--- src/rtl/hex_display_pkg.sv ---
// Shared types and constants for the two-digit hex display arbiter.
package hex_display_pkg;

    typedef enum logic [1:0] {
        IDLE = 2'd0,
        SHOW = 2'd1,
        GAP  = 2'd2
    } state_t;

    localparam int DEFAULT_DWELL = 12_000_000;
    localparam int DEFAULT_GAP   = 1_200_000;

    // Segment pattern that keeps every segment of the active-low display dark.
    localparam logic [6:0] BLANK_SEG = 7'b1111111;

    function automatic int max_int(input int a, input int b);
        return (a > b) ? a : b;
    endfunction

endpackage

--- src/rtl/hex_display_arbiter_rr_arbiter.sv ---
// Combinational round-robin picker: searches from last_served+1 upward and wraps.
module rr_arbiter #(
    parameter int NUM_REQ = 4,
    parameter int IDX_W   = 2
) (
    input  logic [NUM_REQ-1:0] req,
    input  logic [IDX_W-1:0]   last_served,
    output logic               valid,
    output logic [IDX_W-1:0]   idx
);

    // First requester found after the last served one wins.
    always_comb begin
        int cand;
        valid = 1'b0;
        idx   = {IDX_W{1'b0}};
        cand  = 0;
        for (int k = 0; k < NUM_REQ; k++) begin
            cand = int'(last_served) + 1 + k;
            if (cand >= NUM_REQ) begin
                cand = cand - NUM_REQ;
            end else begin
                cand = cand;
            end
            if (!valid && req[IDX_W'(cand)]) begin
                valid = 1'b1;
                idx   = IDX_W'(cand);
            end else begin
                valid = valid;
            end
        end
    end

endmodule

--- src/rtl/hex_display_arbiter.sv ---
// Shares one two-digit hex display between NUM_REQ requesters: each winner is
// shown for DWELL_CYCLES, followed by GAP_CYCLES of blank display.
module hex_display_arbiter
    import hex_display_pkg::*;
#(
    parameter int NUM_REQ      = 4,
    parameter int DWELL_CYCLES = DEFAULT_DWELL,
    parameter int GAP_CYCLES   = DEFAULT_GAP
) (
    input  logic                   clk,
    input  logic                   rst,
    input  logic [NUM_REQ-1:0]     req,
    input  logic [8*NUM_REQ-1:0]   req_data,
    output logic [7:0]             hex_val,
    output logic                   blank,
    output logic [NUM_REQ-1:0]     grant,
    output logic [NUM_REQ-1:0]     done
);

    localparam int IDX_W = $clog2(NUM_REQ);
    localparam int CNT_W = $clog2(max_int(DWELL_CYCLES, GAP_CYCLES) + 1);
    localparam logic [CNT_W-1:0] DWELL_LD = CNT_W'(DWELL_CYCLES);
    localparam logic [CNT_W-1:0] GAP_LD   = CNT_W'(GAP_CYCLES);
    localparam logic [CNT_W-1:0] CNT_ONE  = CNT_W'(1);

    state_t             state_q;
    logic [CNT_W-1:0]   cnt_q;
    logic [IDX_W-1:0]   last_q;
    logic [7:0]         hex_val_q;
    logic               blank_q;
    logic [NUM_REQ-1:0] grant_q;
    logic [NUM_REQ-1:0] done_q;

    logic               arb_valid;
    logic [IDX_W-1:0]   arb_idx;
    logic [7:0]         sel_data;

    rr_arbiter #(
        .NUM_REQ (NUM_REQ),
        .IDX_W   (IDX_W)
    ) u_rr (
        .req         (req),
        .last_served (last_q),
        .valid       (arb_valid),
        .idx         (arb_idx)
    );

    // Byte lane of the current arbitration winner.
    always_comb begin
        sel_data = 8'h00;
        for (int i = 0; i < NUM_REQ; i++) begin
            if (arb_idx == IDX_W'(i)) begin
                sel_data = req_data[8*i +: 8];
            end else begin
                sel_data = sel_data;
            end
        end
    end

    // Display ownership FSM; the counter runs from its load value down to 1.
    always_ff @(posedge clk) begin
        if (rst) begin
            state_q   <= IDLE;
            cnt_q     <= {CNT_W{1'b0}};
            last_q    <= IDX_W'(NUM_REQ - 1);
            hex_val_q <= 8'h00;
            blank_q   <= 1'b1;
            grant_q   <= {NUM_REQ{1'b0}};
            done_q    <= {NUM_REQ{1'b0}};
        end else begin
            done_q <= {NUM_REQ{1'b0}};
            case (state_q)
                IDLE: begin
                    if (arb_valid) begin
                        state_q   <= SHOW;
                        grant_q   <= NUM_REQ'(1) << arb_idx;
                        hex_val_q <= sel_data;
                        blank_q   <= 1'b0;
                        cnt_q     <= DWELL_LD;
                        last_q    <= arb_idx;
                    end else begin
                        state_q <= IDLE;
                        grant_q <= {NUM_REQ{1'b0}};
                        blank_q <= 1'b1;
                    end
                end
                SHOW: begin
                    if (cnt_q == CNT_ONE) begin
                        done_q  <= grant_q;
                        grant_q <= {NUM_REQ{1'b0}};
                        blank_q <= 1'b1;
                        if (GAP_CYCLES == 0) begin
                            state_q <= IDLE;
                            cnt_q   <= {CNT_W{1'b0}};
                        end else begin
                            state_q <= GAP;
                            cnt_q   <= GAP_LD;
                        end
                    end else begin
                        cnt_q <= cnt_q - CNT_ONE;
                    end
                end
                GAP: begin
                    if (cnt_q == CNT_ONE) begin
                        state_q <= IDLE;
                        cnt_q   <= {CNT_W{1'b0}};
                    end else begin
                        cnt_q <= cnt_q - CNT_ONE;
                    end
                end
                default: begin
                    state_q <= IDLE;
                    cnt_q   <= {CNT_W{1'b0}};
                    grant_q <= {NUM_REQ{1'b0}};
                    blank_q <= 1'b1;
                end
            endcase
        end
    end

    assign hex_val = hex_val_q;
    assign blank   = blank_q;
    assign grant   = grant_q;
    assign done    = done_q;

endmodule

--- config.mk ---
export PLATFORM = sky130hd
export DESIGN_NAME = hex_display_arbiter
export DESIGN_NICKNAME = d
export VERILOG_FILES = /design/src/rtl/hex_display_pkg.sv /design/src/rtl/hex_display_arbiter_rr_arbiter.sv /design/src/rtl/hex_display_arbiter.sv
export SDC_FILE = /design/constraint.sdc
export NUM_CORES = 1
export LEC_CHECK = 0
export CAP_MARGIN = 0
export CORE_AREA = 5 5 57 110
export CTS_CLUSTER_DIAMETER = 200
export CTS_CLUSTER_SIZE = 30
export DETAILED_ROUTE_END_ITERATION = 16
export DIE_AREA = 0 0 62 115
export GPL_ROUTABILITY_DRIVEN = 0
export HOLD_SLACK_MARGIN = 0.12
export PLACE_DENSITY_LB_ADDON = 0.3
export SLEW_MARGIN = 10
export SYNTH_ARGS = -nofsm -noshare
export SYNTH_HDL_FRONTEND = slang
export SYNTH_HIERARCHICAL = 1
export SYNTH_SLANG_ARGS = --single-unit
--- constraint.sdc ---
create_clock -name clk -period 2.45 [get_ports clk]
set_input_delay 0.49 -clock clk [delete_from_list [all_inputs] [get_ports clk]]
set_output_delay 0.49 -clock clk [all_outputs]
set_load 0.03 [all_outputs]
Word level (Yosys, flattened, before mapping):

Cells that the tools add are included.

* bits of input ports: 38
* output and inout bits: 17
* flip-flop bits (word level): 45
* word-level logic and storage cells: 91

* magnitude comparators: 8
* reduce and logical (&&, ||, !) cells: 12
* eq/ne operators: 9
* muxes and demuxes: 42
* bitwise logic cells: 3
* shifts and indexed selects: 1
* $add $sub $neg: 9

Operator list (count)
* >= comparator 32 x 4 -> 1 bit, second input constant: 3
* two-way mux 24 bit: 3
* case mux 24 bit (3 select lines): 1
* two-way mux 8 bit: 4
* == test 24 x 1 -> 1 bit, second input constant: 1
* subtractor 24 x 1 -> 24 bit, second input constant: 1
* two-way mux 2 bit: 10
* less-than comparator 2 x 4 -> 1 bit, second input constant: 4
* two-way mux 1 bit: 15
* case mux 4 bit (3 select lines): 1
* adder 3 x 2 -> 4 bit, second input constant: 2
* binary-select mux 1 bit (select 2 bit): 4
* two-way mux 4 bit: 2
* subtractor 2 x 1 -> 2 bit, second input constant: 4
* == test 2 bit, second input constant: 3
* inequality test 2 bit, second input constant: 3
* case mux 2 bit (3 select lines): 1
* AND reduction 2 bit: 3
* adder 3 x 1 -> 4 bit, second input constant: 1
* == test 2 x 1 -> 1 bit, second input constant: 2
* logical NOT 2 bit: 2
* << shifter 1 x 2 -> 4 bit, first input constant: 1
* adder 2 x 1 -> 3 bit, second input constant: 1
* >= comparator 3 bit, second input constant: 1
* other kinds (5): 11

Depth between registers and ports, before layout:

Gate-level depths: netlist of the first run.

* word-level depth: 21
* mapped depth: 7
* mapped depth without buffers: 7

Cells and area by module:

The synthesis of the first run kept the hierarchy.

Modules (own cells, without submodules)
* hex_display_arbiter: area an instance 2498.6 µm², seq. area each 900.9 µm², instances 1, cells an instance 294
* rr_arbiter: area an instance 91.3 µm², seq. area each 0.0 µm², instances 1, cells an instance 14

Worst setup path after synthesis of the first run:

No wires, ideal clock.

* path kind: input-to-reg
* from: in req[2]
* to: reg hex_val_q[2], in the netlist hex_val[2]
* stages: 7
* arrival: 2.105 ns
* buffers on the path: 1
* setup time: 0.132 ns
* required time: 2.318 ns
* slack: 0.213 ns
* path through: and2b_1 > a21oi_2 > o221ai_2 > clkbuf_1 > mux4_2 > nand2_1 > a21oi_1

* word-level cells in the longest chain between the ends: 18
* elaborated cells between the ends (all ways): 35
* classes of those cells: eq/ne (3); mux (24); reduce/logical (8)

RTL lines
* from (decl): line hex_display_arbiter.sv:12 `input logic [NUM_REQ-1:0] req,`
* binary-select mux 1 bit (select 2 bit): line hex_display_arbiter_rr_arbiter.sv:25 `if (!valid && req[IDX_W'(cand)]) begin`
* two-way mux 1 bit (implied by the code) (2 in a row): line hex_display_arbiter_rr_arbiter.sv:25
* two-way mux 1 bit: line hex_display_arbiter_rr_arbiter.sv:25
* logical NOT 1 bit: line hex_display_arbiter_rr_arbiter.sv:25
* logical AND 1 bit: line hex_display_arbiter_rr_arbiter.sv:25
* two-way mux 1 bit: line hex_display_arbiter_rr_arbiter.sv:25
* logical NOT 1 bit: line hex_display_arbiter_rr_arbiter.sv:25
* logical AND 1 bit: line hex_display_arbiter_rr_arbiter.sv:25
* two-way mux 1 bit: line hex_display_arbiter_rr_arbiter.sv:25
* logical NOT 1 bit: line hex_display_arbiter_rr_arbiter.sv:25
* logical AND 1 bit: line hex_display_arbiter_rr_arbiter.sv:25
* two-way mux 2 bit (*): line hex_display_arbiter_rr_arbiter.sv:25
* named net arb_idx[0]: line hex_display_arbiter.sv:35 `logic [IDX_W-1:0] arb_idx;`
* logical NOT 2 bit: line hex_display_arbiter.sv:52 `if (arb_idx == IDX_W'(i)) begin`
* two-way mux 8 bit (3 in a row): line hex_display_arbiter.sv:52
* two-way mux 8 bit (*): line hex_display_arbiter.sv:52
* to (signal assigned): line hex_display_arbiter.sv:77 `hex_val_q <= sel_data;`
* to (decl): line hex_display_arbiter.sv:29 `logic [7:0] hex_val_q;`

Mark *: on every way through the listed nets, which the timed path passes. The rest lies on a longest branch. The select of a mux whose other input is x is not followed.
A chain may end at the register's enable or synchronous reset.

Worst setup path after layout of the first run:

* from: reg cnt_q[4]
* to: reg cnt_q[7]

* word-level cells in the longest chain between the ends: 3
* elaborated cells between the ends (all ways): 5
* classes of those cells: add/sub (1); eq/ne (1); mux (3)

RTL lines
* from (decl): line hex_display_arbiter.sv:27 `logic [CNT_W-1:0] cnt_q;`
* from (signal assigned): line hex_display_arbiter.sv:64 `cnt_q <= {CNT_W{1'b0}};`
* from (signal assigned): line hex_display_arbiter.sv:94 `cnt_q <= {CNT_W{1'b0}};`
* from (signal assigned): line hex_display_arbiter.sv:100 `cnt_q <= cnt_q - CNT_ONE;`
* subtractor 24 x 1 -> 24 bit / == test 24 x 1 -> 1 bit (equally long branches)
* two-way mux 24 bit, on equally long branches: line hex_display_arbiter.sv:104, hex_display_arbiter.sv:88
* case mux 24 bit (3 select lines) (*): line hex_display_arbiter.sv:72 `case (state_q)`

Mark *: on every way between the ends. The rest lies on a longest branch, timed or not.

==> summary.txt, run 1 <==
Clock network
  • Post-CTS setup buffer count: 0
  • Number of H-tree levels: 2
  • Worst-path clk slew: 0.09 ns
  • Post-CTS sizing: 0
  • Clock tree buffer depth: 2
  • Root Driver: clkbuf_8
  • Post-CTS Hold Buffers: 0
  • Clk Latency, worst-skew pair: 0.30 ns
  • CTS Buf Count: 5
  • Clock sinks: 45
  • CTS tree: yes

Yosys
  • Post-Syn Nets: 348
  • Ys flop type: dfxtp_1
  • Sequential area share after synthesis: 0.348
  • Number of synthesized flops with an enable pin: 0
  • YS warnings: 6
  • Post-Synth XOR/XNOR Area: 0.0203
  • Post-Synth Adder-Cell Area: 0.00966
  • Multiplexer share of the synthesized area: 0.0812
  • Post-synth top area cell: dfxtp_1
  • Post-synth top area share: 0.348
  • Simple-gate share of the synthesized area: 0.279
  • Post-Syn Area: 0.00259 mm²
  • #FFs+latches synth: 45
  • Unique cell type count in the Yosys netlist: 59
  • Main area contributors after synthesis: dfxtp_1 35%, mux4_2 7.0%, a21oi_1 5.2%
  • Async SR Flop Fraction: 0
  • Largest family of logic cells by synthesized area: simple AND/OR/NAND/NOR gates
  • Compound-Gate Fraction of Synth Area: 0.215
  • Gate Count Post-Synth: 308
  • Syn avg cell area: 8.41 µm²

Worst setup path
  • FF-to-FF setup slack: 0.19 ns
  • Max stage delay on crit path: 0.41 ns
  • CP Data Arrival Time: 2.47 ns
  • RR Startpoint: cnt_q[4]$_SDFFE_PP0P_
  • Critical Path RT: 2.66 ns
  • CP Launch Type: register
  • CP cell instances: nor4_4 > nand3_2 > buf_4 > nor3_1 > buf_4 > nor3_1 > nor4bb_1
  • Max stage delay cell, worst path: nor4_4
  • Worst path buffer plus inverter count: 2
  • Cell family with most CP delay: simple AND/OR/NAND/NOR gates
  • Cells on worst reg2reg path: 7
  • Critical Path Sink Type: register
  • Worst-path fanout max: 6
  • Critical path launch point: cnt_q[4]$_SDFFE_PP0P_
  • R2R Path End: cnt_q[7]$_SDFFE_PP0P_
  • Crit path kind: reg2reg

Routing
  • Drt first pass iters: 7
  • Starting DRT DRC Count: 167
  • Vias: 2681
  • Routed len/inst: 16.6 µm
  • Via density: 6.21
  • DRT antenna net count: 0
  • Final wirelength: 7160 µm
  • DRC Markers: 0

Global route
  • Largest net degree at the start of global routing: 27
  • Vias in the first global route: 2718
  • Antenna violations before repair: 0
  • All-Layer GR Usage: 0.214
  • Grt ovf: 0
  • Global-route wire length before repair: 12000 µm

STA
  • RSZ-0062 raised after global routing: false
  • Setup tns final: 0 ns
  • Min cycle time layout: 2.26 ns
  • Slew @ Worst Pin: 0.808 ns
  • Slew headroom: 0.459
  • Period Utilization, post-route: 0.922
  • Final Hold Fails: 0
  • Achievable frequency: 443 MHz
  • Max-slew violations: 0
  • Final setup violation count: 0
  • Skew final: 0.00762 ns

Run
  • Max-cap violations: 0

Placed design
  • Post-DP HPWL: 5480 µm
  • IO buf count: 54
  • DP Area: 0.00327 mm²

Power
  • Switching share of total power: 0.329
  • Power Density: 623 mW/mm²
  • Maximum vdd ir drop: 0.514 mV
  • Pint: 1420 µW
  • Leak: 0.00128 µW
  • Switching Power: 697 µW
  • Comb pwr share: 0.316
  • Clock share of power: 0.273
  • Sequential cell fraction of total power: 0.410

Final layout
  • Commonest non-fill, non-tap cell in the layout: clkdlybuf4s50_1
  • N_diodes: 0
  • Commonest non-fill, non-tap cells in the layout: 54 x clkdlybuf4s50_1, 45 x dfxtp_1, 34 x nand2_1
  • Final nets: 411
  • Area growth, synth to finish: 31.2%
  • Fraction of layout cells with a size suffix above 1: 0.129
  • Core Util, Final: 0.638
  • Post-route cell area: 0.00340 mm²

Min path
  • Hold Crit Start: blank$_SDFFE_PP1P_
  • Hold endpoint: blank$_SDFFE_PP1P_
  • WHS Path Cells: 2
  • Hold Path Class: reg2reg

Run status
  • Status: finished, final reports clean

Floorplan
  • Die area: 0.00713 mm²
  • Die extent in x: 62 µm
  • Top Ports: 55
  • Core area: 0.00533 mm²
  • Die height: 115 µm
  • # rows: 38
  • Starting Density: 0.486
==> kinds of logic after synthesis <==
| group | Yosys count |
|---|---|
| multiplexers | 11 |
| flip-flops | 45 |
| buffers and inverters | 28 |
| adder cells (fa/ha/maj) | 2 |
| XOR/XNOR | 6 |
| AND/OR/NAND/NOR | 131 |
| AO/OA/AOI/OAI | 85 |
==> sequential cells by signal, indices dropped and copies added (netlist names) <==
signal	count
blank	1
done	4
last_q	2
cnt_q	24
grant	4
hex_val	8
state_q	2
==> tightest hold or removal path, stage by stage (launching register included) <==
cell and delay, ns:
dfxtp_1 0.32, inv_1 0.04, a21oi_1 0.05
==> synth_stat cells (3+ instances only) <==
library cell and number:
nor3_1 12, nor2_1 23, nand4_1 8, o21ai_0 15, a221oi_1 3, a311oi_1 3, mux2i_1 3, a21oi_1 27
mux4_2 8, a21o_1 6, a31oi_1 7, dfxtp_1 45, nand2b_1 5, and2_1 6, o21bai_1 4, or3_1 5
nand3_2 3, nand3_1 10, xor2_1 3, nand2_1 34, inv_1 13, xnor2_1 3, nor4_1 5, clkbuf_1 10
==> worst max-delay path by stage <==
stage                         endpoint  slack (ns)  cells past startpoint
4_1_cts         cnt_q[13]$_SDFFE_PP0P_        0.14                      5
3_5_place_dp   hex_val[7]$_SDFFE_PP0P_        0.05                      8
2_1_floorplan  hex_val[2]$_SDFFE_PP0P_        0.21                      7
3_3_place_gp   hex_val[6]$_SDFFE_PP0P_        0.11                      8
6_report         cnt_q[7]$_SDFFE_PP0P_        0.19                      7
5_1_grt          cnt_q[7]$_SDFFE_PP0P_        0.08                      7
==> metrics by stage <==
step	power [µW]	std cells	setup slack (ns)	hold WS, ns
floorplan	1310	308	0.213	0.451
global placement	1520	424	0.111	0.440
detailed placement	1550	424	0.0471	0.436
CTS	2120	432	0.144	0.450
global route	2230	432	0.0844	0.495
finish	2120	432	0.192	0.448
==> layout make-up <==
type                            count  area [µm²]
Multi-Input combinational cell    235        1580
Inverter                           13        48.8
Timing Repair Buffer               71         681
Tap cell                           60        75.1
Fill cell                         452        1930
Sequential cell                    45         901
Clock inverter                      3        46.3
Clock buffer                        5        68.8
==> per-layer routing <==
layer	wire length, µm	vias up	track usage	part of all wire
li1	-	1275	-	-
met1	2880	1289	0.267	0.40
met2	3680	99	0.364	0.51
met3	437	18	0.0292	0.061
met4	165	0	0.0694	0.023
met5	0	-	0	0
==> power by group through the flow <==
stage / Sequential [µW] / Combinational, µW / Clock [µW]
after floorplan: 916 / 393 / 0
after CTS: 868 / 663 / 585
final: 869 / 669 / 579
after global routing: 881 / 730 / 622
after detailed placement: 885 / 660 / 0
after global placement: 881 / 641 / 0
Power figures use the tool's default switching activity.
==> run 2: changes to the inputs <==
Settings changed: CAP_MARGIN 0 to not set, CORE_AREA 5 5 57 110 to 5 5 57 109, DIE_AREA 0 0 62 115 to 0 0 62 114, GPL_TIMING_DRIVEN set to 0.
==> summary.txt, run 2 (synthesized netlist as in run 1, its figures left out) <==
Final layout
  • Sequential cell area: 901 µm² (unchanged)
  • Commonest non-fill, non-tap cells in the layout: 54 x clkdlybuf4s50_1, 45 x dfxtp_1, 34 x nand2_1
  • Largest Register: cnt_q
  • Fraction of layout cells with a size suffix above 1: 0.103 (-0.0263)
  • Area of the multi-input gates: 0.00158 mm² (+0.48%)
  • Final nets: 409 (-0.49%)
  • N_diodes: 0 (unchanged)
  • Commonest non-fill, non-tap cell in the layout: clkdlybuf4s50_1
  • Area growth, synth to finish: 29.0%
  • Max reg flops: 24 (unchanged)
  • FILL cells: 452 (unchanged)
  • Core Util, Final: 0.628 (-0.0103)
  • Final Non-Filler Cells: 430 (-0.46%)

Clock network
  • Number of H-tree levels: 2 (unchanged)
  • CTS Buf Count: 5 (unchanged)
  • Post-CTS Hold Buffers: 0 (unchanged)
  • Clock tree buffer depth: 2 (unchanged)
  • Clock sinks: 45 (unchanged)
  • CTS tree: yes
  • Clk Latency, worst-skew pair: 0.31 ns (about the same)
  • Worst-path clk slew: 0.09 ns (about the same)
  • Root Driver: clkbuf_8
  • Post-CTS setup buffer count: 0 (unchanged)

Power
  • Power Density: 633 mW/mm² (+1.5%)
  • Maximum vdd ir drop: 0.491 mV (-4.5%)
  • Leak: 0.00123 µW (-3.7%)
  • Total chip power: 2110 µW (-0.12%)

Global route
  • Largest net degree at the start of global routing: 16 (-41%)
  • Grt ovf: 0 (unchanged)
  • M1 GR Usage: 0.275 (+0.00888)
  • M2 GR Usage: 0.354 (-0.0104)
  • GRT Max-Usage Layer: met2
  • All-Layer GR Usage: 0.220 (+0.00605)
  • Antenna violations before repair: 0 (unchanged)
  • Vias in the first global route: 2633 (-3.1%)
  • Met3 usage: 0.0362 (+0.00703)
  • Global-route wire length before repair: 12100 µm (+0.23%)

Floorplan
  • Die area: 0.00707 mm² (-0.87%)
  • Starting Density: 0.486 (unchanged)
  • Top Ports: 55 (unchanged)
  • Die height: 114 µm (-0.87%)
  • Core area: 0.00533 mm² (unchanged)
  • Die extent in x: 62 µm (unchanged)
  • # rows: 38 (unchanged)

Worst setup path
  • CP Launch Type: input port
  • CP cell instances: clkdlybuf4s50_1 > nor2_1 > nand2_1 > nor3_1 > nand2_1 > o21ai_0 > a32o_1
  • Max stage delay on crit path: 0.61 ns (+0.20 ns)
  • FF-to-FF setup slack: 0.21 ns (+0.02 ns)
  • R2R Path End: cnt_q[7]$_SDFFE_PP0P_
  • CP Data Arrival Time: 2.51 ns (+0.04 ns)
  • RR Startpoint: cnt_q[2]$_SDFFE_PP0P_
  • Worst-path fanout max: 7 (+1)
  • Crit path kind: in2reg
  • Cells on worst reg2reg path: 5 (-2)
  • Critical Path Sink Type: register
  • Critical Path RT: 2.70 ns (+0.04 ns)
  • Critical Path Most Common Cell: nand2_1
  • Max stage delay cell, worst path: nor3_1

STA
  • Setup tns final: 0 ns (unchanged)
  • RSZ-0062 raised after global routing: false
  • Achievable frequency: 441 MHz (-0.40%)
  • Min cycle time layout: 2.27 ns (+0.00918 ns)
  • PnR worst setup slack: 0.183 ns (-0.00918 ns)
  • Skew final: 0.0125 ns (+0.00484 ns)
  • Period Utilization, post-route: 0.925 (+0.00375)
  • Slew @ Worst Pin: 0.802 ns (-0.00595 ns)
  • Final Hold Fails: 0 (unchanged)
  • Max-slew violations: 0 (unchanged)
  • Final setup violation count: 0 (unchanged)
  • Slew headroom: 0.461 (+0.00155)

Placed design
  • IO buf count: 54 (unchanged)
  • Post-DP HPWL: 5580 µm (+1.8%)
  • Post-Place Worst Slack: -0.546 ns (-0.593 ns)
  • Placed cells: 422 (-0.47%)

Routing
  • Vias: 2691 (+0.37%)
  • Via density: 6.26 (+0.84%)
  • Routed len/inst: 17.1 µm (+3.3%)
  • Starting DRT DRC Count: 250 (+50%)
  • Final wirelength: 7370 µm (+2.8%)
  • DRT antenna net count: 0 (unchanged)
  • DRC Markers: 0 (unchanged)
  • Drt first pass iters: 5 (-2)

Min path
  • Hold endpoint: blank$_SDFFE_PP1P_
  • Hold Path Class: reg2reg
  • WHS Path Cells: 2 (unchanged)
  • Hold Crit Start: blank$_SDFFE_PP1P_

Run status
  • Status: finished, final reports clean

Run
  • Max-cap violations: 0 (unchanged)
==> run 2: cell type report <==
| class | instances | share of cell area |
|---|---|---|
| multi-input combinational | 235 | 0.474 |
| sequential | 45 | 0.270 |
| timing repair buffer | 54 | 0.162 |
| buffer | 15 | 0.0232 |
| tap | 60 | 0.0225 |
| clock buffer | 5 | 0.0206 |
| inverter | 13 | 0.0146 |
| clock inverter | 3 | 0.0139 |
==> run 2: worst max-delay path: cells and delay by family <==
kind            cells  cell delay (ns)
simple gates        4             1.24
compound gates      2             0.33
buf+inv             1             0.46
==> run 2: how the worst max path moves through the flow <==
stage                           from                       to  cells after the start
6_report                      req[3]   cnt_q[13]$_SDFFE_PP0P_                      7
5_1_grt        cnt_q[2]$_SDFFE_PP0P_    cnt_q[7]$_SDFFE_PP0P_                      5
4_1_cts                       req[3]  hex_val[5]$_SDFFE_PP0P_                      8
3_5_place_dp                  req[3]  hex_val[5]$_SDFFE_PP0P_                      8
3_3_place_gp                  req[3]  hex_val[2]$_SDFFE_PP0P_                      8
2_1_floorplan                 req[2]  hex_val[2]$_SDFFE_PP0P_                      7
==> run 2: power by group <==
part,leakage (µW),internal (µW),switching [µW]
clock network,0.0000543,306,281
logic,0.000806,301,356
registers,0.000371,799,71.6
==> run 2: what timing repair did <==
| item | in CTS | in global routing |
|---|---|---|
| gates cloned | 0 | 0 |
| endpoints found under the setup margin | 5 | 10 |
| resized for setup | 1 | 7 |
==> run 2: stage by stage <==
stage               cell area [µm²]  hold WS, ns
floorplan                      2590        0.451
CTS                            3320        0.460
global placement               3210        0.435
global route                   3340        0.485
finish                         3340        0.457
detailed placement             3210        0.446
==> run 2: metal layers <==
layer | wire length [µm] | up-vias
li1 | - | 1268
met1 | 2870 | 1271
met2 | 3730 | 130
met3 | 535 | 22
met4 | 227 | 0
met5 | 0 | -
